===== src/rtl/pc_sequencer.sv =====
// PC sequencer: turns NEXT/JUMP/CALL/RET requests into one-cycle PC bank strobes
// and tracks call depth, latching a sticky fault on call overflow or return underflow.
module pc_sequencer #(
  parameter int PC_W   = 9,
  parameter int LEVELS = 8,
  localparam int DW    = (LEVELS > 1) ? $clog2(LEVELS) : 1
) (
  input  logic            clk,
  input  logic            rst,
  input  logic            req_valid,
  input  logic [1:0]      req_op,
  input  logic [PC_W-1:0] req_target,
  output logic            req_ready,
  output logic            pc_inc,
  output logic            pc_ref_inc,
  output logic            pc_ref_dec,
  output logic            pc_set,
  output logic [PC_W-1:0] pc_set_value,
  output logic [DW-1:0]   depth,
  output logic            done,
  output logic            fault,
  output logic [1:0]      fault_code,
  output logic [1:0]      state_dbg
);

  // Handshake: a request transfers on a posedge where req_valid && req_ready;
  // req_ready is high only in IDLE outside reset, and op/target are ignored otherwise.
  typedef enum logic [1:0] {IDLE, CALL_SET, RET_INC, FAULT} state_t;

  localparam logic [1:0] OP_NEXT = 2'b00;
  localparam logic [1:0] OP_JUMP = 2'b01;
  localparam logic [1:0] OP_CALL = 2'b10;
  localparam logic [1:0] OP_RET  = 2'b11;
  localparam logic [DW-1:0] MAX_DEPTH = DW'(LEVELS - 1);

  state_t          state, state_d;
  logic [DW-1:0]   depth_d;
  logic [PC_W-1:0] target_q, target_d, set_value_d;
  logic            inc_d, ref_inc_d, ref_dec_d, set_d, done_d, fault_d;
  logic [1:0]      fault_code_d;

  assign req_ready = (state == IDLE) && !rst;
  assign state_dbg = state;

  always_comb begin
    state_d      = state;
    depth_d      = depth;
    target_d     = target_q;
    set_value_d  = pc_set_value;
    inc_d        = 1'b0;
    ref_inc_d    = 1'b0;
    ref_dec_d    = 1'b0;
    set_d        = 1'b0;
    done_d       = 1'b0;
    fault_d      = fault;
    fault_code_d = fault_code;
    case (state)
      IDLE: begin
        if (req_valid) begin
          case (req_op)
            OP_NEXT: begin
              inc_d  = 1'b1;
              done_d = 1'b1;
            end
            OP_JUMP: begin
              set_d       = 1'b1;
              set_value_d = req_target;
              done_d      = 1'b1;
            end
            OP_CALL: begin
              if (depth == MAX_DEPTH) begin
                fault_d      = 1'b1;
                fault_code_d = 2'b01;
                state_d      = FAULT;
              end else begin
                ref_inc_d = 1'b1;
                depth_d   = depth + DW'(1);
                target_d  = req_target;
                state_d   = CALL_SET;
              end
            end
            OP_RET: begin
              if (depth == '0) begin
                fault_d      = 1'b1;
                fault_code_d = 2'b10;
                state_d      = FAULT;
              end else begin
                ref_dec_d = 1'b1;
                depth_d   = depth - DW'(1);
                state_d   = RET_INC;
              end
            end
          endcase
        end
      end
      // Second half of CALL: load the target captured at acceptance.
      CALL_SET: begin
        set_d       = 1'b1;
        set_value_d = target_q;
        done_d      = 1'b1;
        state_d     = IDLE;
      end
      RET_INC: begin
        inc_d   = 1'b1;
        done_d  = 1'b1;
        state_d = IDLE;
      end
      FAULT: state_d = FAULT;
    endcase
  end

  always_ff @(posedge clk) begin
    if (rst) begin
      state        <= IDLE;
      depth        <= '0;
      target_q     <= '0;
      pc_set_value <= '0;
      pc_inc       <= 1'b0;
      pc_ref_inc   <= 1'b0;
      pc_ref_dec   <= 1'b0;
      pc_set       <= 1'b0;
      done         <= 1'b0;
      fault        <= 1'b0;
      fault_code   <= 2'b00;
    end else begin
      state        <= state_d;
      depth        <= depth_d;
      target_q     <= target_d;
      pc_set_value <= set_value_d;
      pc_inc       <= inc_d;
      pc_ref_inc   <= ref_inc_d;
      pc_ref_dec   <= ref_dec_d;
      pc_set       <= set_d;
      done         <= done_d;
      fault        <= fault_d;
      fault_code   <= fault_code_d;
    end
  end

endmodule

===== config.mk =====
export PLATFORM = sky130hd
export DESIGN_NAME = pc_sequencer
export DESIGN_NICKNAME = d
export VERILOG_FILES = /design/src/rtl/pc_sequencer.sv
export SDC_FILE = /design/constraint.sdc
export NUM_CORES = 1
export LEC_CHECK = 0
export CORE_MARGIN = 8
export CORE_UTILIZATION = 32
export CTS_CLUSTER_DIAMETER = 80
export DETAILED_ROUTE_END_ITERATION = 8
export SYNTH_ARGS = -nofsm -noshare
export SYNTH_HDL_FRONTEND = slang
export SYNTH_SLANG_ARGS = --single-unit

===== constraint.sdc =====
create_clock -name clk -period 3.1 [get_ports clk]
set_clock_uncertainty 0.15 [all_clocks]
set_input_delay 0.775 -clock clk [delete_from_list [all_inputs] [get_ports clk]]
set_output_delay 0.775 -clock clk [all_outputs]
set_load 0.02 [all_outputs]

# == Word-level counts from Yosys, hierarchy flattened ==
# Cells that the tools add are included.
# totals
output_inout_bits,23
regBits,31
word_cells,76
# op_classes
reduce_logical,16
eq_ne,14
addsub,2
mux,28
bitwise_logic,5
# ops
op,n
two-way mux 9 bit,2
one-hot mux 9 bit (2 select lines),1
two-way mux 1 bit,11
!= test 2 bit (second input constant),5
AND reduction 5 bit,2
equality test 2 bit (second input constant),4
two-way mux 2 bit,4
one-hot mux 1 bit (2 select lines),4
one-hot mux 2 bit (2 select lines),2
OR reduction 4 bit,2
two-way mux 3 bit,2
one-hot mux 2 bit (3 select lines),1
one-hot mux 3 bit (2 select lines),1
NOT 1 bit,5
equality test 2 x 1 -> 1 bit (second input constant),2
logical NOT 2 bit,2
AND reduction 4 bit,1
nonzero test 2 bit,2
OR reduction 2 bit,2
adder 3 x 1 -> 3 bit (second input constant),1
equality test 3 bit (second input constant),1
logical NOT 3 bit,1
!= test 3 x 1 -> 1 bit (second input constant),1
AND reduction 3 bit,1
5 further kinds,5

# == Longest topological paths before layout ==
# depth
ltp_word,5
mapped_depth,8
depth_no_buf,6

# == Worst setup path before layout ==
# OpenSTA, ideal clock, no wires.
# synth_path
path_type,input to register
start,in req_op[0]
end,reg depth[2]
arrival_ps,1944
setup_slack_ps,932
required_time_ps,2876
n_path_buf,1
path_stages,7
setup_time_ps,74
cell_sequence,clkbuf_8 -> nand2_1 -> fa_1 -> xnor2_1 -> a211oi_1 -> a21oi_1 -> o21ai_0
# synth_between
elab_chain_cells,3
# synth_rtl
element,line,source
from (decl),11,"input logic [1:0] req_op,"
equality test 2 bit,60,case (req_op)
!= test 2 bit (no line) / nonzero test 2 bit (equally long branches),-,
AND reduction 5 bit (no line),-,
to (signal assigned),127,depth <= depth_d;
to (decl),19,"output logic [DW-1:0] depth,"
# Parallel ways exist; a longest one is shown, timed or not.
# A chain may end at the register's enable or synchronous reset.

# == Worst setup path after layout ==
# layout_path
start,in rst
end,out req_ready
# layout_between
elab_chain_cells,2
# layout_rtl
element,line,source
from (decl),9,"input logic rst,"
logical NOT 1 bit,42,assign req_ready = (state == IDLE) && !rst;
logical AND 1 bit,42,
to (decl),13,"output logic req_ready,"
# Every way passes these cells.

==> results.yml <==
outcome:
  status: "completed"
floorplan:
  core-area_sq_um: 4661
  pin_count: 37
  die-area_sq_um: 7207
  initial_core_util_pct: 32.59
  fp-row-count: 25
  die_w_um: 84.90
  die_y_um: 84.90
clock_network:
  cts_hold_buf: 0
  cts.path.max_buffers: 2
  post_cts_buffers: 0
  clkLatencyLatePin_ps: 280
  cts_root_buf: "clkbuf_8"
  cts_tree: "built"
  cts.sinks: 31
  clk_pin_slew_ps: 60
  cts_buffers: 5
  cts-resized-gates: 0
  h-tree-depth: 2
flow_run:
  max_cap_violations: 0
placed_design:
  place_congestion: 0.7455
  dpl_worst_slack_ps: 182.9
  portBuffers: 36
  dpl_cell_area_sq_um: 1889
  dp_hpwl_um: 2413
  place_inst: 242
detailed_routing:
  drt-pass1-iter-count: 4
  drt_iter0_drc: 60
  totalWireLength_um: 3374
  drc_errors: 0
  wl_per_cell_um: 13.50
  vias_per_cell: 4.864
  routed-via-count: 1216
  final_antenna_net_count: 0
layout:
  post-route-util_pct: 43.06
  drive_above_1_share_pct: 13.27
  layoutNonFillerInstCount: 250
  syn_to_final_growth_pct: 32.12
  nFillCells: 463
  diodes: 0
  fin_area_sq_um: 2007
  nNetsFinal: 215
worst_setup_path:
  cpPeakStageDelay_ps: 630
  slowest_stage: "clkdlybuf4s50_1"
  worst_path_most_repeated_cell: "clkdlybuf4s50_1"
  end_kind: "primary output"
  cp_data_required_time_ps: 2170
  start_kind: "input pin"
  cp_data_arrival_time_ps: 1990
  r2r_cells: 6
  critical_path_class: "input pin to primary output"
  reg2reg_slack_ps: 1070
  crit_fanout: 3
  reg2reg_from: "state_dbg[1]"
  critical_path.reg2reg.endpoint: "pc_set_value[3]"
  path_cells: "clkdlybuf4s50_1, nor2_1, clkdlybuf4s50_1"
yosys:
  synth-seq-area-share_pct: 40.86
  post_synth_num_cell_types: 35
  syn_nets: 177
  synth-seq-cells: 31
  ys_warn_count: 0
  synthArstFlopShare_pct: 0
  ys_top_cells_by_area: "dfxtp_1 (41%), mux2i_1 (13%), nor2_1 (7.7%), a211oi_2 (7.4%), ha_1 (4.1%)"
  netlist_area_sq_um: 1519
  ys.flop_type: "dfxtp_1"
  netlist.area_leader.share_pct: 40.86
  syn-mean-instance-area_sq_um: 9.675
  ys_top_cells_by_count: "dfxtp_1 (31), nor2_1 (31), mux2i_1 (19), a21oi_1 (10), a211oi_2 (9)"
  netlist_instances: 157
  synth_largest_area_cell: "dfxtp_1"
  synth_edf_count: 0
timing:
  fin_crit_ps: 2913
  fin_crit_sh_pct: 93.98
  rsz0062_at_grt: "no"
  max_clock_freq_mhz: 343.3
  setup_viol: 0
  drv_slew: 0
  relSlewSlack_pct: 57.71
  finalHoldViolations: 0
  tightestPinTransition_ps: 634.3
  tns_ps: 0
  fin_ws_ps: 186.7
min_path:
  hold_path_class: "flip-flop to flip-flop"
  min_path_cells: 2
  min_from: "fault"
  min_to: "fault"
global_routing:
  grt_overflow_total: 0
  grt_pass1_wl_um: 5713
  track_usage_pct: 9.897
  antenna_found_initial: 0
  grt_max_degree: 31
  grt_pass1_vias: 1186
power_and_ir_drop:
  irDropWorstVdd_v: 0.0004156
  p_leak_nw: 0.7998
  powerDensity_nw_per_um2: 795.4
cell usage in the layout, fill, tap and decap left out, types with 2 or more instances in the layout:
| cell type | count |
|---|---|
| nor2_1 | 31 |
| nand3_1 | 3 |
| nand2_1 | 6 |
| mux2i_1 | 19 |
| buf_4 | 6 |
| ha_1 | 5 |
| a31oi_1 | 3 |
| nor3_1 | 3 |
| clkbuf_8 | 6 |
| clkdlybuf4s50_1 | 36 |
| a21oi_1 | 10 |
| nor3b_1 | 3 |
| inv_1 | 7 |
| dfxtp_1 | 31 |
| a211oi_2 | 9 |
| a211oi_1 | 2 |
layer usage:
| layer | share of wire (%) | GRT usage, % |
|---|---|---|
| met5 | 0 | 0 |
| met2 | 48 | 15.10 |
| met4 | 1.2 | 5.340 |
| met1 | 48 | 11.71 |
| met3 | 3.6 | 3.764 |
metrics by stage:
step | total power, W | hold WS (ps)
finish | 0.001596 | 334.3
floorplan | 0.0009970 | 313.2
CTS | 0.001622 | 342.4
detailed placement | 0.001205 | 328.2
global route | 0.001703 | 356.5
global placement | 0.001203 | 315.0
sequential cells by signal, indices dropped and copies added, names as in the netlist:
name and count:
pc_set_value 9, target_q 9, depth 3, fault_code 2, state_dbg 2, done 1, fault 1, pc_inc 1
pc_ref_dec 1, pc_ref_inc 1, pc_set 1
worst max-delay path by stage:
stage | startpoint | to | slack (ps) | cells after the start
6_report | rst | req_ready | 190 | 3
5_1_grt | rst | req_ready | 120 | 3
3_5_place_dp | rst | req_ready | 180 | 3
2_1_floorplan | req_op[0] | depth[2] | 930 | 7
3_3_place_gp | rst | req_ready | 190 | 3
4_1_cts | rst | req_ready | 180 | 3
power breakdown:
group          total [W]  internal (W)  switching, W  leakage [nW]
logic           0.000660      0.000306      0.000355         0.486
clock network   0.000409      0.000260      0.000149        0.0612
registers       0.000527      0.000475     0.0000519         0.253
cells by family (layout without fill, tap and decap cells):
group                      after synthesis  count (layout)  share of synthesized area, %
and+or+nand+nor                         53              53                         16.31
buffers and inverters                   18              57                         8.485
AOI/OAI and AO/OA                       29              29                         15.82
DFF                                     31              31                         40.86
adders and majority gates                6               6                         5.437
xor gates and xnor gates                 1               1                        0.5767
muxes                                   19              19                         12.52
critical path: cells and delay by family:
family                 cells  cell delay [ps]
buffers and inverters      2             1050
AND/OR/NAND/NOR            1              160
cell type report:
class	count	area, sq um	area share (%)
well taps	54	67.56	3.367
clock inverters	2	35.03	1.746
clock buffers	6	82.58	4.115
flip-flops and latches	31	620.6	30.92
inverters	7	26.28	1.309
multi-input cells	108	769.5	38.34
repair buffers	42	405.4	20.20
Power figures use the tool's default switching activity.
